File: src/rtl/adc_conversor_arbiter_if.sv
// adc_conversor_arbiter_if
// Bundles the per-channel ADC strobes, the shared-conversor hookup and the
// tagged output stream of adc_conversor_arbiter.
//   slave  : the arbiter side (takes ADC samples, drives the stream)
//   master : the surrounding logic (ADC capture, conversor, downstream sink)
// Signals:
//   i_enable                  accept ADC samples when 1
//   i_ch1_data / i_ch1_valid  ch1 raw sample and single-cycle strobe
//   i_ch2_data / i_ch2_valid  ch2 raw sample and single-cycle strobe
//   o_conv_data / i_conv_data shared conversor input / output
//   o_data / o_channel        converted sample and its channel (0 = ch1)
//   o_valid / i_ready         output stream handshake
//   o_overrun_ch1/ch2         saturating dropped-sample counters
//   o_busy                    any sample pending or held on the output
interface adc_conversor_arbiter_if #(
  parameter int CONVERSOR_DATA_SIZE = 14,
  parameter int OVERRUN_CNT_SIZE    = 16
);
  logic                           i_enable;
  logic [CONVERSOR_DATA_SIZE-1:0] i_ch1_data;
  logic                           i_ch1_valid;
  logic [CONVERSOR_DATA_SIZE-1:0] i_ch2_data;
  logic                           i_ch2_valid;
  logic [CONVERSOR_DATA_SIZE-1:0] o_conv_data;
  logic [CONVERSOR_DATA_SIZE-1:0] i_conv_data;
  logic [CONVERSOR_DATA_SIZE-1:0] o_data;
  logic                           o_channel;
  logic                           o_valid;
  logic                           i_ready;
  logic [OVERRUN_CNT_SIZE-1:0]    o_overrun_ch1;
  logic [OVERRUN_CNT_SIZE-1:0]    o_overrun_ch2;
  logic                           o_busy;

  modport slave (
    input  i_enable, i_ch1_data, i_ch1_valid, i_ch2_data, i_ch2_valid,
    input  i_conv_data, i_ready,
    output o_conv_data, o_data, o_channel, o_valid,
    output o_overrun_ch1, o_overrun_ch2, o_busy
  );

  modport master (
    output i_enable, i_ch1_data, i_ch1_valid, i_ch2_data, i_ch2_valid,
    output i_conv_data, i_ready,
    input  o_conv_data, o_data, o_channel, o_valid,
    input  o_overrun_ch1, o_overrun_ch2, o_busy
  );
endinterface

File: src/rtl/adc_conversor_arbiter.sv
// adc_conversor_arbiter
// Shares one data_conversor between two ADC channels. Each channel has a
// one-entry holding buffer; a round-robin arbiter pushes one pending sample
// per clock through the conversor and registers the result onto a single
// valid/ready stream tagged with its channel. Samples that arrive while the
// buffer is still occupied overwrite it and bump a saturating overrun count.
// Ports:
//   i_clock  system clock, rising edge
//   i_reset  asynchronous active-low reset
//   bus      adc_conversor_arbiter_if.slave (samples, conversor, stream)
module adc_conversor_arbiter #(
  parameter int CONVERSOR_DATA_SIZE = 14,
  parameter int OVERRUN_CNT_SIZE    = 16
) (
  input  logic                    i_clock,
  input  logic                    i_reset,
  adc_conversor_arbiter_if.slave  bus
);

  localparam int W = CONVERSOR_DATA_SIZE;
  localparam int C = OVERRUN_CNT_SIZE;

  function automatic logic [C-1:0] sat_inc(input logic [C-1:0] v);
    return (&v) ? v : v + 1'b1;
  endfunction

  logic         pend1, pend2;
  logic [W-1:0] hold1, hold2;
  logic [C-1:0] ovr1, ovr2;
  logic         last_ch2;
  logic         gnt1, gnt2, out_free;
  logic [W-1:0] data_p0;
  logic         chan_p0;
  logic         vld_p0;

  // Arbitration: a grant consumes the output register, so it is only issued
  // when that register is empty or being drained this cycle.
  always_comb begin
    gnt1     = 1'b0;
    gnt2     = 1'b0;
    out_free = !vld_p0 || bus.i_ready;
    if (out_free) begin
      if (pend1 && pend2) begin
        if (last_ch2) gnt1 = 1'b1;
        else          gnt2 = 1'b1;
      end else begin
        gnt1 = pend1;
        gnt2 = pend2;
      end
    end
  end

  assign bus.o_conv_data = gnt1 ? hold1 : (gnt2 ? hold2 : '0);

  // ch1 holding buffer. A strobe on the granted cycle refills the buffer
  // without counting as an overrun; disabling flushes whatever is pending.
  always_ff @(posedge i_clock or negedge i_reset) begin
    if (!i_reset) begin
      pend1 <= 1'b0;
      hold1 <= '0;
      ovr1  <= '0;
    end else if (!bus.i_enable) begin
      pend1 <= 1'b0;
    end else if (bus.i_ch1_valid) begin
      pend1 <= 1'b1;
      hold1 <= bus.i_ch1_data;
      if (pend1 && !gnt1) ovr1 <= sat_inc(ovr1);
    end else if (gnt1) begin
      pend1 <= 1'b0;
    end
  end

  // ch2 holding buffer, same policy as ch1.
  always_ff @(posedge i_clock or negedge i_reset) begin
    if (!i_reset) begin
      pend2 <= 1'b0;
      hold2 <= '0;
      ovr2  <= '0;
    end else if (!bus.i_enable) begin
      pend2 <= 1'b0;
    end else if (bus.i_ch2_valid) begin
      pend2 <= 1'b1;
      hold2 <= bus.i_ch2_data;
      if (pend2 && !gnt2) ovr2 <= sat_inc(ovr2);
    end else if (gnt2) begin
      pend2 <= 1'b0;
    end
  end

  // Round-robin pointer: starts as "last = ch2" so ch1 wins the first tie.
  always_ff @(posedge i_clock or negedge i_reset) begin
    if (!i_reset)          last_ch2 <= 1'b1;
    else if (gnt1 || gnt2) last_ch2 <= gnt2;
  end

  // Output stage: conversor result captured on grant, held under backpressure.
  always_ff @(posedge i_clock or negedge i_reset) begin
    if (!i_reset) begin
      data_p0 <= '0;
      chan_p0 <= 1'b0;
      vld_p0  <= 1'b0;
    end else if (gnt1 || gnt2) begin
      data_p0 <= bus.i_conv_data;
      chan_p0 <= gnt2;
      vld_p0  <= 1'b1;
    end else if (bus.i_ready) begin
      vld_p0  <= 1'b0;
    end
  end

  assign bus.o_data        = data_p0;
  assign bus.o_channel     = chan_p0;
  assign bus.o_valid       = vld_p0;
  assign bus.o_overrun_ch1 = ovr1;
  assign bus.o_overrun_ch2 = ovr2;
  assign bus.o_busy        = pend1 || pend2 || vld_p0;

endmodule

File: src/flat_wrapper.sv
// flat-port wrapper written by rule: the top's interface ports become plain ports
module adc_conversor_arbiter_flat 
#(
  parameter int CONVERSOR_DATA_SIZE = 14,
  parameter int OVERRUN_CNT_SIZE    = 16
)
  (i_clock, i_reset, bus_i_enable, bus_i_ch1_data, bus_i_ch1_valid, bus_i_ch2_data, bus_i_ch2_valid, bus_i_conv_data, bus_i_ready, bus_o_conv_data, bus_o_data, bus_o_channel, bus_o_valid, bus_o_overrun_ch1, bus_o_overrun_ch2, bus_o_busy);
  adc_conversor_arbiter_if #(.CONVERSOR_DATA_SIZE(CONVERSOR_DATA_SIZE), .OVERRUN_CNT_SIZE(OVERRUN_CNT_SIZE)) bus_i ();
  input  logic i_clock;
  input  logic i_reset;
  input wire logic [$bits(bus_i.i_enable)-1:0] bus_i_enable;
  input wire logic [$bits(bus_i.i_ch1_data)-1:0] bus_i_ch1_data;
  input wire logic [$bits(bus_i.i_ch1_valid)-1:0] bus_i_ch1_valid;
  input wire logic [$bits(bus_i.i_ch2_data)-1:0] bus_i_ch2_data;
  input wire logic [$bits(bus_i.i_ch2_valid)-1:0] bus_i_ch2_valid;
  input wire logic [$bits(bus_i.i_conv_data)-1:0] bus_i_conv_data;
  input wire logic [$bits(bus_i.i_ready)-1:0] bus_i_ready;
  output wire logic [$bits(bus_i.o_conv_data)-1:0] bus_o_conv_data;
  output wire logic [$bits(bus_i.o_data)-1:0] bus_o_data;
  output wire logic [$bits(bus_i.o_channel)-1:0] bus_o_channel;
  output wire logic [$bits(bus_i.o_valid)-1:0] bus_o_valid;
  output wire logic [$bits(bus_i.o_overrun_ch1)-1:0] bus_o_overrun_ch1;
  output wire logic [$bits(bus_i.o_overrun_ch2)-1:0] bus_o_overrun_ch2;
  output wire logic [$bits(bus_i.o_busy)-1:0] bus_o_busy;
  assign bus_i.i_enable = bus_i_enable;
  assign bus_i.i_ch1_data = bus_i_ch1_data;
  assign bus_i.i_ch1_valid = bus_i_ch1_valid;
  assign bus_i.i_ch2_data = bus_i_ch2_data;
  assign bus_i.i_ch2_valid = bus_i_ch2_valid;
  assign bus_i.i_conv_data = bus_i_conv_data;
  assign bus_i.i_ready = bus_i_ready;
  assign bus_o_conv_data = bus_i.o_conv_data;
  assign bus_o_data = bus_i.o_data;
  assign bus_o_channel = bus_i.o_channel;
  assign bus_o_valid = bus_i.o_valid;
  assign bus_o_overrun_ch1 = bus_i.o_overrun_ch1;
  assign bus_o_overrun_ch2 = bus_i.o_overrun_ch2;
  assign bus_o_busy = bus_i.o_busy;
  adc_conversor_arbiter #(.CONVERSOR_DATA_SIZE(CONVERSOR_DATA_SIZE), .OVERRUN_CNT_SIZE(OVERRUN_CNT_SIZE)) u_core (.i_clock(i_clock), .i_reset(i_reset), .bus(bus_i));
endmodule
File: config.mk
export PLATFORM = sky130hd
export DESIGN_NAME = adc_conversor_arbiter_flat
export DESIGN_NICKNAME = d
export VERILOG_FILES = /design/src/rtl/adc_conversor_arbiter_if.sv /design/src/rtl/adc_conversor_arbiter.sv /design/src/flat_wrapper.sv
export SDC_FILE = /design/constraint.sdc
export NUM_CORES = 1
export LEC_CHECK = 0
export BUFFER_PORTS_ARGS = -buffer_cell sky130_fd_sc_hd__buf_2
export CAP_MARGIN = 20
export CORE_MARGIN = 2
export CORE_UTILIZATION = 51
export CTS_CLUSTER_DIAMETER = 80
export CTS_CLUSTER_SIZE = 20
export DETAILED_ROUTE_END_ITERATION = 10
export PLACE_DENSITY_LB_ADDON = 0.08
export SETUP_SLACK_MARGIN = 0.3
export SKIP_LAST_GASP = 1
export SYNTH_ARGS = -nofsm -noshare
export SYNTH_HDL_FRONTEND = slang
export SYNTH_SLANG_ARGS = --single-unit
export TNS_END_PERCENT = 30
File: constraint.sdc
create_clock -name i_clock -period 2.1 [get_ports i_clock]
set_input_delay 0.21 -clock i_clock [delete_from_list [all_inputs] [get_ports i_clock]]
set_output_delay 0.21 -clock i_clock [all_outputs]
set_load 0.05 [all_outputs]
==> Yosys cells after proc, flatten, opt, wreduce, memory -nomap -nowiden <==
Cells that the tools add are included.
{ "word_totals": {"ff_bits": 79, "out_inout_bits": 63, "in_bits": 48, "word_cells": 49} }
{ "classes": {"bitwise": 2, "muxes": 16, "reduce_logical": 17, "n_addsub": 2, "eq_ne": 2} }
{ "op_table": {"columns": ["cell", "n"], "rows": [
  ["$add A16 B1 Y16 const B", 2],
  ["$reduce_and A16 Y1", 2],
  ["$mux W14", 2],
  ["$mux W1", 14],
  ["$reduce_and A4 Y1", 2],
  ["$ne A3 B1 Y1 const B", 2],
  ["$logic_or A1 B1 Y1", 4],
  ["$reduce_and A2 Y1", 2],
  ["$logic_and A1 B1 Y1", 3],
  ["$logic_not A1 Y1", 3],
  ["$not A1 Y1", 2],
  ["$reduce_bool A2 Y1", 1]
]} }

==> Logic depth before layout (Yosys ltp) <==
Gate-level depths: netlist of run 1.
{ "depth": {"word_depth": 6, "depth_mapped": 7, "ltp_nobuf": 5} }

==> Least setup slack after synthesis of run 1 <==
OpenSTA, ideal clock, no wires.
{ "synth_path": {"path_type": "reg-to-output", "startpoint": "reg u_core.vld_p0 (netlist: u_core.bus.o_valid)", "endpoint": "out bus_o_conv_data[10]", "slack_ps": 44, "n_path_buf": 1, "stages_incl_launch_ff": 5, "arrival_time_ps": 1846, "required_ps": 1890, "path_cell_list": "dfrtp_1 > nor2b_2 > nor3b_4 > buf_2 > a22o_1"} }
{ "synth_between": {"elab_chain_len": 5, "word_cells_on_any_way": 6, "cone_classes": "mux (4); reduce/logical (2)"} }
{ "synth_lines": {"columns": ["element", "line", "rtl"], "rows": [
  ["start: declaration", "adc_conversor_arbiter.sv:34", "logic vld_p0;"],
  ["start signal: assignment", "adc_conversor_arbiter.sv:101", "vld_p0 <= 1'b0;"],
  ["start signal: assignment", "adc_conversor_arbiter.sv:105", "vld_p0 <= 1'b1;"],
  ["start signal: assignment", "adc_conversor_arbiter.sv:107", "vld_p0 <= 1'b0;"],
  ["$logic_not A1 Y1 *", "adc_conversor_arbiter.sv:41", "out_free = !vld_p0 || bus.i_ready;"],
  ["$logic_or A1 B1 Y1 *", "adc_conversor_arbiter.sv:41", null],
  ["$mux W1", "adc_conversor_arbiter.sv:42", "if (out_free) begin"],
  ["$mux W14", "adc_conversor_arbiter.sv:53", "assign bus.o_conv_data = gnt1 ? hold1 : (gnt2 ? hold2 : '0);"],
  ["$mux W14 *", "adc_conversor_arbiter.sv:53", null],
  ["end: declaration", "flat_wrapper.sv:18", "output wire logic [$bits(bus_i.o_conv_data)-1:0] bus_o_conv_data;"]
]} }
Mark *: on every way between the ends. The rest lies on a longest branch, timed or not.

==> Worst setup path after layout of run 1 <==
{ "layout_path": {"startpoint": "reg u_core.last_ch2", "endpoint": "out bus_o_conv_data[3]"} }
{ "layout_between": {"elab_chain_len": 5, "word_cells_on_any_way": 8, "cone_classes": "mux (8)"} }
{ "layout_lines": {"columns": ["element", "line", "rtl"], "rows": [
  ["start: declaration", "adc_conversor_arbiter.sv:30", "logic last_ch2;"],
  ["start signal: assignment", "adc_conversor_arbiter.sv:93", "else if (gnt1 || gnt2) last_ch2 <= gnt2;"],
  ["$mux W1", "adc_conversor_arbiter.sv:44", "if (last_ch2) gnt1 = 1'b1;"],
  ["$mux W1", "adc_conversor_arbiter.sv:43", "if (pend1 && pend2) begin"],
  ["$mux W1", "adc_conversor_arbiter.sv:42", null],
  ["$mux W14", "adc_conversor_arbiter.sv:53", null],
  ["$mux W14 *", "adc_conversor_arbiter.sv:53", null]
]} }
Marks and branches as above.

==> results of run 1 <==
==> per-layer routing <==
layer  track usage, %  wire, um  up-vias
met2            35.68      3970       67
li1                 -         -     1285
met5                0         0        -
met3            4.478       388        8
met4            7.989       112        0
met1            30.05      3770     1322
==> timing repair <==
action | CTS | global route
buffers inserted | 6 | 0
hold buffers | 1 | 0
gates cloned | 2 | 0
pin swaps | 4 | 6
setup endpoints to repair | 40 | 42
hold endpoints to repair | 39 | 0
gates resized for setup | 26 | 20
==> cell usage after synthesis, drive strengths merged <==
| cell | count | area share (%) |
|---|---|---|
| a21o | 1 | 0.21 |
| a21oi | 3 | 0.41 |
| or4 | 1 | 0.21 |
| nand2 | 13 | 1.3 |
| and3 | 10 | 1.9 |
| xor2 | 16 | 3.8 |
| a211oi | 1 | 0.21 |
| mux2 | 45 | 15 |
| or2 | 1 | 0.17 |
| nand4 | 4 | 0.69 |
| xnor2 | 12 | 2.9 |
| nor2b | 3 | 0.79 |
| and4 | 4 | 0.96 |
| o21bai | 1 | 0.21 |
| dfrtp | 78 | 53 |
| or3 | 1 | 0.17 |
| and2 | 3 | 0.51 |
| o211ai | 4 | 0.82 |
| o2111ai | 7 | 2.0 |
| nor4 | 3 | 0.86 |
| nor3 | 7 | 1.1 |
| nand3 | 8 | 1.4 |
| buf | 10 | 1.7 |
| o21ai | 6 | 0.82 |
| inv | 3 | 0.31 |
| nand2b | 1 | 0.17 |
| a31oi | 1 | 0.17 |
| ha | 2 | 0.69 |
| nor4b | 4 | 1.3 |
| nor2 | 5 | 0.72 |
| a21boi | 1 | 0.21 |
| a22o | 14 | 3.4 |
| dfstp | 1 | 0.72 |
| nor3b | 3 | 0.93 |
==> cells in the final DEF (no fill, tap or decap), types with 2 or more instances in the layout <==
cell	instances
a21oi_1	3
nor3b_1	2
and3_4	2
xor2_1	16
a22o_4	4
ha_1	2
bufinv_16	3
nor3_1	6
buf_4	20
and3_1	9
nor4b_1	2
xnor2_1	12
mux2_4	9
dfrtp_2	12
nor4_2	2
nor2_1	4
o211ai_1	4
inv_1	3
o2111ai_1	5
and4_1	4
clkbuf_8	10
and2_1	3
o2111ai_2	2
o21ai_0	5
buf_6	9
nor2b_4	2
a22o_2	5
buf_2	95
mux2_2	36
nand3_2	2
nand4_1	4
nand3_1	6
buf_8	6
a22o_1	5
nand2_1	12
dfrtp_1	66
==> cells by family (layout without fill, tap and decap cells) <==
kind of cell	Yosys count	count (layout)	synth area share, %
DFF	79	79	54.18
and+or+nand+nor	71	72	13.13
muxes	45	45	14.80
AOI/OAI and AO/OA	39	39	8.431
xor gates and xnor gates	28	28	6.717
buffers and inverters	13	150	2.056
adders and majority gates	2	2	0.6853
==> path summary, 6_finish.rpt <==
kind | end | start | cells past startpoint
max | bus_o_conv_data[3] | u_core.last_ch2 | 5
min | u_core.hold2[9] | bus_i_ch2_data[9] | 2
max reg2reg | u_core.bus.o_data[12] | u_core.last_ch2 | 7
min reg2reg | u_core.bus.o_overrun_ch1[15] | u_core.bus.o_overrun_ch1[15] | 1
max in group asynchronous | u_core.bus.o_overrun_ch1[11] | i_reset | 3
min in group asynchronous | u_core.bus.o_data[3] | i_reset | 2
==> registers in the layout (all words and copies together), names as in the netlist <==
signal,cells
u_core.bus.o_overrun_ch1,16
u_core.bus.o_overrun_ch2,16
u_core.bus.o_data,14
u_core.hold1,14
u_core.hold2,14
u_core.bus.o_channel,1
u_core.bus.o_valid,1
u_core.last_ch2,1
u_core.pend1,1
u_core.pend2,1
==> layout make-up <==
| cell class | count | area (um^2) | share of cell area (%) |
|---|---|---|---|
| inverters | 3 | 11.26 | 0.2313 |
| well taps | 96 | 120.1 | 2.467 |
| clock inverters | 5 | 106.4 | 2.185 |
| repair buffers | 131 | 827.0 | 16.99 |
| flip-flops and latches | 79 | 1993 | 40.94 |
| clock buffers | 11 | 141.4 | 2.904 |
| multi-input cells | 186 | 1669 | 34.28 |
==> power by group <==
| part | internal [W] | switching (W) |
|---|---|---|
| sequential | 0.00176 | 0.000160 |
| clock | 0.000825 | 0.000556 |
| combinational | 0.000535 | 0.000962 |
| total | 0.00312 | 0.00168 |
==> per-stage QoR <==
step	area (um^2)	instances	util, %	setup WS (ps)	hold WS, ps
final	4868	511	70.87	153.9	89.99
after global routing	4868	511	70.87	81.59	78.04
after detailed placement	4383	486	63.81	-167.4	223.0
after global placement	4383	486	63.81	-98.89	216.9
after CTS	4780	511	69.58	141.9	73.83
after floorplan	3679	277	-	279.5	-85.59
==> results.toml, run 1 <==
[status]
outcome = "completed"

[sta]
finalSetupTns_ps = 0
fin_crit_sh_pct = 92.67
worst_slew_pin_slew_ps = 689.5
drv_slew = 0
rsz0062_at_grt = "yes"
slew_headroom_pct = 53.92
fin_skew_ps = 8.954
setup_viol = 0
fmax_ghz = 0.5138
period_needed_ps = 1946
hold_viol = 0

[worst_setup_path]
path_cells = "nor2b_4 -> nor3b_4 -> buf_6 -> a22o_1 -> buf_6"
cp_max_fo = 8
critPathSlowestCell = "dfstp_2"
crit_type = "reg -> out"
cp-start-kind = "flip-flop"
regToRegSetupSlack_ps = 230
crit_top_cell = "buf_6"
path_buf_inv = 2
required_ps = 1890
cp.arrival_ps = 1740
worstSetupEndpointType = "output pin"
crit_path_max_incr_delay_ps = 580
crit_family = "flip-flops"

[clock_tree]
cts_buffer_depth = 2
clock_latency_ps = 340
cts.clk_slew.worst_paths_ps = 80
cts_sinks = 79
cts_buffers = 9
cts_root_buf = "clkbuf_8"
cts_tree = "done"
htreeDepth = 3

[synthesis]
ys_seq_area_share_pct = 54.18
ys_types = 49
ys_warn_count = 0
avgSynthCellArea_um2 = 13.18
ys_ff_latch = 79
syn_nets = 327
syn_area_um2 = 3651
netlist_instances = 277

[power_and_ir_drop]
pwr_density_cell_nw_per_um2 = 985.6
fin_total_pwr_w = 0.004799
peakVddDrop_mv = 0.6817
power_leakage_nw = 2.416

[floorplanning]
dieArea_um2 = 7852
die_x_um = 88.61
num_io_pins = 111
row_count = 30
start_util_pct = 53.15
die_y_um = 88.61
core_area_um2 = 6869

[final_layout]
layout-drive-gt1-share_pct = 55.42
fin_nets = 460
nFillCells = 508
areaGrowthSynthToFinish_pct = 33.34
antennaDiodeCount = 0

[global_route]
overflow = 0
antenna_found_initial = 0
grt_max_degree = 42
grt_first_pass_wirelength_um = 13230
grt_pass1_vias = 2683
track_usage_pct = 22.17

[hold_path]
min-delay-path-class = "in -> reg"

[route]
vias_per_cell = 5.249
vias = 2682
initialDrtViolationCount = 78
wl_per_cell_um = 16.13
drc = 0
drtPass1Iterations = 4
ant_nets = 0
drt_wl_total_um = 8241

[place]
io_buffers = 110
gp_congestion = 0.7781
dp_hpwl_um = 5476

[job]
maxCapViolations = 0
(Power assumes the default switching activity.)
==> run 2, diff against run 1 <==
--- a/config.mk
+++ b/config.mk
@@ -12,7 +12,7 @@
 export CTS_CLUSTER_DIAMETER = 80
 export CTS_CLUSTER_SIZE = 20
 export DETAILED_ROUTE_END_ITERATION = 10
-export PLACE_DENSITY_LB_ADDON = 0.08
+export PLACE_DENSITY = 0.85
 export SETUP_SLACK_MARGIN = 0.3
 export SKIP_LAST_GASP = 1
 export SYNTH_ARGS = -nofsm -noshare
==> run 2 against run 1 <==
Compared with the run above:
- final area is 0.54% lower
- count of clock-buffer cells in the layout is 2 lower
- via count is 2.7% higher
- critical path type unchanged
- largest cell class unchanged
==> results.toml, run 2 (synthesized netlist as in run 1, its figures left out) <==
[worst_setup_path]
r2r-end = "u_core.bus.o_overrun_ch1[1]"
critPathSlowestCell = "dfstp_2"
path_buf_inv = 2
worstSetupEndpointType = "output pin"
crit_type = "reg -> out"
path_cells = "nor2b_4 -> nor3b_4 -> buf_6 -> a22o_2 -> buf_4"
r2r_cells = 5
cp.arrival_ps = 1790
r2r-start = "u_core.last_ch2"
required_ps = 1890
cp_max_fo = 8
crit_path_max_incr_delay_ps = 580
crit_family = "flip-flops"
cp-startpoint = "u_core.last_ch2"
cp-start-kind = "flip-flop"
regToRegSetupSlack_ps = 240

[hold_path]
hold_end = "u_core.hold1[6]"
min-delay-path-class = "in -> reg"
hold_start = "bus_i_ch1_data[6]"
hold_depth = 2

[route]
initialDrtViolationCount = 69
vias = 2754
vias_per_cell = 5.432
drc = 0
wl_per_cell_um = 17.02
drt_wl_total_um = 8629
ant_nets = 0
drtPass1Iterations = 6

[global_route]
grt_pass1_vias = 2700
overflow = 0
antenna_found_initial = 0
grt_max_degree = 52
track_usage_pct = 21.97
grt_first_pass_wirelength_um = 13190

[power_and_ir_drop]
p_sw_w = 0.001713
pwr_density_cell_nw_per_um2 = 1014
combPwrFrac_pct = 30.2
power_leakage_nw = 2.398
clkPwrFrac_pct = 30.4
fin_total_pwr_w = 0.004910
peakVddDrop_mv = 0.7579
switching_share_pct = 34.89
power_frac_seq_pct = 39.3
p_int_w = 0.003197

[final_layout]
areaGrowthSynthToFinish_pct = 32.62
final_core_util_pct = 70.49
nFillCells = 473
fin_nets = 456
postLayoutCellArea_um2 = 4842
mostFrequentLayoutCell = "buf_2"
antennaDiodeCount = 0
layout.cells.non_filler = 507
mostFrequentLayoutCells = "95 x buf_2, 66 x dfrtp_1, 36 x mux2_2, 21 x buf_4, 16 x xor2_1"
layout-drive-gt1-share_pct = 55.23

[place]
gp_congestion = 0.8040
io_buffers = 110
dp_cells = 481
dpl_cell_area_um2 = 4370
dp_hpwl_um = 5654

[sta]
holdWs_ps = 92.81
hold_viol = 0
fin_crit_sh_pct = 95.44
slew_headroom_pct = 54.86
fin_skew_ps = 9.645
fmax_ghz = 0.4989
rsz0062_at_grt = "yes"
drv_slew = 0
period_needed_ps = 2004
worst_slew_pin_slew_ps = 675.4
setup_viol = 0

[floorplanning]
die_x_um = 88.61
start_util_pct = 53.15
dieArea_um2 = 7852
core_area_um2 = 6869
row_count = 30
num_io_pins = 111
die_y_um = 88.61

[clock_tree]
clock_latency_ps = 340
cts_buffer_depth = 2
cts_buffers = 9
htreeDepth = 3
cts_sinks = 79
cts_tree = "done"
cts.clk_slew.worst_paths_ps = 90
cts_root_buf = "clkbuf_8"

[status]
outcome = "completed"

[job]
maxCapViolations = 0
==> run 2: changes by cell type in the layout (fill, tap and decap cells not counted), sizes merged <==
| cell | previous run | this run |
|---|---|---|
| inv | 3 | 4 |
| bufinv | 3 | 4 |
| clkinvlp | 1 | 2 |
| buf | 130 | 126 |
| clkinv | 1 | 0 |
| clkbuf | 11 | 9 |
==> run 2: layer usage <==
metal / up-vias / track usage, % / wire [um] / share of wire, %
met1: 1376 / 28.12 / 3732 / 43
met5: - / 0 / 0 / 0
met4: 0 / 8.402 / 129 / 1.5
met2: 91 / 36.91 / 4333 / 50
met3: 12 / 4.478 / 433 / 5.0
li1: 1275 / - / - / -
==> run 2: how the worst max path moves through the flow <==
stage          slack (ps)                     endpoint  depth (start not counted)
2_1_floorplan         280          bus_o_conv_data[10]                          4
3_3_place_gp          -60  u_core.bus.o_overrun_ch1[1]                          5
3_5_place_dp         -180  u_core.bus.o_overrun_ch1[1]                          5
4_1_cts               120           bus_o_conv_data[1]                          5
5_1_grt                50           bus_o_conv_data[1]                          5
6_report              100           bus_o_conv_data[5]                          5
==> run 2: per-stage QoR <==
step	setup slack [ps]	setup TNS (ps)
2_1_floorplan	279.5	0
4_1_cts	117.2	0
3_5_place_dp	-179.1	-327.7
5_1_grt	49.69	0
3_3_place_gp	-55.81	-55.81
6_report	95.75	0
==> run 2: final cells by class <==
| cell class | instances | area, um^2 | area share (%) |
|---|---|---|---|
| Sequential cell | 79 | 1993 | 41.16 |
| Tap cell | 96 | 120.1 | 2.481 |
| Clock buffer | 9 | 123.9 | 2.558 |
| Clock inverter | 7 | 143.9 | 2.972 |
| Inverter | 3 | 11.26 | 0.2326 |
| Timing Repair Buffer | 127 | 788.3 | 16.28 |
| Multi-Input combinational cell | 186 | 1662 | 34.32 |
==> run 2: timing repair <==
action	CTS	global route
endpoints found under the setup margin	27	25
setup buffers	5	2
endpoints found under the hold margin	48	0
resized for setup	23	13
pin swaps	3	3
gates cloned	2	0
hold buffers	1	0
==> run 2: power groups by stage <==
| stage | clock, W | combinational, W | sequential, W |
|---|---|---|---|
| final | 0.00149 | 0.00149 | 0.00193 |
| after detailed placement | 0 | 0.00139 | 0.00195 |
| after global placement | 0 | 0.00137 | 0.00193 |
| after CTS | 0.00151 | 0.00146 | 0.00192 |
| after floorplan | 0 | 0.000563 | 0.00241 |
| after global routing | 0.00156 | 0.00156 | 0.00196 |
==> run 3, diff against run 2 <==
--- a/config.mk
+++ b/config.mk
@@ -5,14 +5,15 @@
 export SDC_FILE = /design/constraint.sdc
 export NUM_CORES = 1
 export LEC_CHECK = 0
+export ABC_AREA = 1
 export BUFFER_PORTS_ARGS = -buffer_cell sky130_fd_sc_hd__buf_2
 export CAP_MARGIN = 20
 export CORE_MARGIN = 2
-export CORE_UTILIZATION = 51
+export CORE_UTILIZATION = 52
 export CTS_CLUSTER_DIAMETER = 80
 export CTS_CLUSTER_SIZE = 20
 export DETAILED_ROUTE_END_ITERATION = 10
-export PLACE_DENSITY = 0.85
+export PLACE_DENSITY = 0.86
 export SETUP_SLACK_MARGIN = 0.3
 export SKIP_LAST_GASP = 1
 export SYNTH_ARGS = -nofsm -noshare
==> run 3 against run 2 <==
Compared with the run above:
- fmax grew 5.3%
- first-iteration DRC count rose to 2.6 times the previous value
- highest routed layer unchanged
- final area is 3.4% higher
==> results.toml, run 3 <==
[worst_setup_path]
cp_max_fo = 7
r2r-end = "u_core.bus.o_overrun_ch2[3]"
regToRegSetupSlack_ps = 320
r2r_cells = 9
crit_type = "reg -> out"
cp-start-kind = "flip-flop"
worstSetupEndpointType = "output pin"
cp.arrival_ps = 1690
required_ps = 1890
r2r-start = "u_core.bus.o_valid"

[synthesis]
synth-edff-count = 0
synth_top_cell_area_share_pct = 49.49
syn_area_um2 = 3944
ys_ff_latch = 79
synthTopCellsByArea = "dfrtp_1 49%, nand2_1 26%, a22o_1 3.1%"
async_reset_ff_share_pct = 100.0
synth-main-ff-cell = "dfrtp_1"
synth_commonest_cells = "278 x nand2_1, 78 x dfrtp_1, 25 x nor2_1"
ys_warn_count = 0
ys_seq_area_share_pct = 50.16
ys_types = 29
netlist_instances = 504
syn_nets = 554
avgSynthCellArea_um2 = 7.825
synth.most_common_cell = "nand2_1"
yosys.area.top_type = "dfrtp_1"

[route]
drtPass1Iterations = 4
drt_wl_total_um = 9642
wl_per_cell_um = 13.24
drc = 0
ant_nets = 0
vias_per_cell = 5.109
vias = 3719
initialDrtViolationCount = 182

[global_route]
grt_pass1_vias = 3583
track_usage_pct = 24.18
grt_max_degree = 46
antenna_found_initial = 0
met3_usage_pct = 4.647
grt_first_pass_wirelength_um = 16330
grt_busiest_layer = "met2"
grt.met1_usage_pct = 31.20
overflow = 0
use_met2_pct = 40.00

[job]
maxCapViolations = 0

[final_layout]
layout-drive-gt1-share_pct = 25.44
antennaDiodeCount = 0
mostFrequentLayoutCells = "276 x nand2_1, 95 x buf_2, 78 x dfrtp_1, 25 x nor2_1, 22 x inv_1"
mostFrequentLayoutCell = "nand2_1"
fin_nets = 674
areaGrowthSynthToFinish_pct = 27.00

[sta]
hold_viol = 0
drv_slew = 0
fmax_ghz = 0.5255
fin_skew_ps = 11.54
setup_viol = 0
slew_headroom_pct = 69.24
fin_crit_sh_pct = 90.61
rsz0062_at_grt = "yes"
worst_slew_pin_slew_ps = 461.5
finalSetupTns_ps = 0
period_needed_ps = 1903

[hold_path]
hold_end = "u_core.hold2[10]"
min-delay-path-class = "in -> reg"
hold_start = "bus_i_ch2_data[10]"
hold_depth = 3

[power_and_ir_drop]
clkPwrFrac_pct = 24.9
p_sw_w = 0.002082
switching_share_pct = 40.85
power_frac_seq_pct = 39.4
p_int_w = 0.003014
peakVddDrop_mv = 0.6873
combPwrFrac_pct = 35.7
fin_total_pwr_w = 0.005096
pwr_density_cell_nw_per_um2 = 1017
power_leakage_nw = 2.757

[floorplanning]
dieArea_um2 = 8296
row_count = 31
core_area_um2 = 7292
die_x_um = 91.09
num_io_pins = 111
die_y_um = 91.09
start_util_pct = 54.08

[clock_tree]
cts_tree = "done"
htreeDepth = 3
cts_root_buf = "clkbuf_8"
cts_buffer_depth = 2
cts.clk_slew.worst_paths_ps = 80
cts_sinks = 79
clock_latency_ps = 350
cts_buffers = 9

[place]
io_buffers = 110
dp_hpwl_um = 6602
gp_congestion = 0.8253

[status]
outcome = "completed"
[run 3: cell types whose count changed in the layout (fill, tap and decap cells not counted), sizes merged, moves of 6 or more]
cell     previous run  this run
and3               11         0
mux2               45         0
o2111ai             7         0
buf               126       119
nand3               8        19
xor2               16         6
nor2                5        31
nor3                7         1
nand2              13       283
inv                 4        26
[run 3: layer usage]
metal  wire length, um  share of wire (%)  vias up
met4               227                2.4        0
met5                 0                  0        -
met2              4676                 48      134
met3               627                6.5       25
met1              4110                 43     1753
li1                  -                  -     1807
[run 3: cell families after synthesis]
group                      Yosys count  share of synthesized area (%)
adders and majority gates            2                         0.6344
DFF                                 79                          50.16
xor gates and xnor gates            16                          3.553
and+or+nand+nor                    344                          36.68
buffers and inverters               40                          4.441
AOI/OAI and AO/OA                   23                          4.537
[run 3: metrics by stage]
step	area [um^2]	util, %	std cells	setup WS, ps	hold WS, ps
6_report	5009	68.69	728	197.2	48.94
5_1_grt	5009	68.69	728	136.0	52.58
4_1_cts	5001	68.58	728	215.0	44.32
3_5_place_dp	4589	62.94	705	188.9	202.7
3_3_place_gp	4589	62.94	705	306.0	192.3
2_1_floorplan	3944	-	504	212.2	-85.59
[run 3: power by group through the flow]
| stage | registers [W] | logic (W) | clock network [W] |
|---|---|---|---|
| 2_1_floorplan | 0.00263 | 0.000632 | 0 |
| 3_3_place_gp | 0.00201 | 0.00166 | 0 |
| 3_5_place_dp | 0.00202 | 0.00170 | 0 |
| 4_1_cts | 0.00200 | 0.00182 | 0.00128 |
| 5_1_grt | 0.00204 | 0.00195 | 0.00135 |
| 6_report | 0.00201 | 0.00182 | 0.00127 |
[run 3: worst max-delay path, stage by stage (launching register included)]
cell,delay (ps)
dfstp_2,540
nand2_2,70
nand3_4,100
clkinvlp_4,110
buf_6,140
a22o_1,230
buf_6,160
[run 3: what timing repair did]
| action | 4_1_cts | 5_1_grt |
|---|---|---|
| hold buffers | 1 | 0 |
| resized for setup | 38 | 2 |
| cloned | 0 | 0 |
| setup buffers | 6 | 0 |
| endpoints found under the hold margin | 34 | 0 |
| pin swaps | 3 | 0 |
| endpoints found under the setup margin | 14 | 24 |
[run 3: worst max path at each step]
stage               cells after the start                from                  end  slack [ps]
CTS                                     6     u_core.last_ch2   bus_o_conv_data[2]         220
global route                            7     u_core.last_ch2  bus_o_conv_data[13]         140
detailed placement                      6     u_core.last_ch2   bus_o_conv_data[2]         190
global placement                        6     u_core.last_ch2   bus_o_conv_data[1]         310
floorplan                               5  u_core.bus.o_valid  bus_o_conv_data[10]         210
finish                                  6     u_core.last_ch2   bus_o_conv_data[6]         200
[run 3: area by class of cell]
cell class | instances | area, um^2
fillers | 580 | 2283
multi-input cells | 385 | 1821
well taps | 99 | 123.9
clock buffers | 13 | 158.9
clock inverters | 3 | 65.06
repair buffers | 120 | 745.7
inverters | 29 | 116.4
flip-flops and latches | 79 | 1978
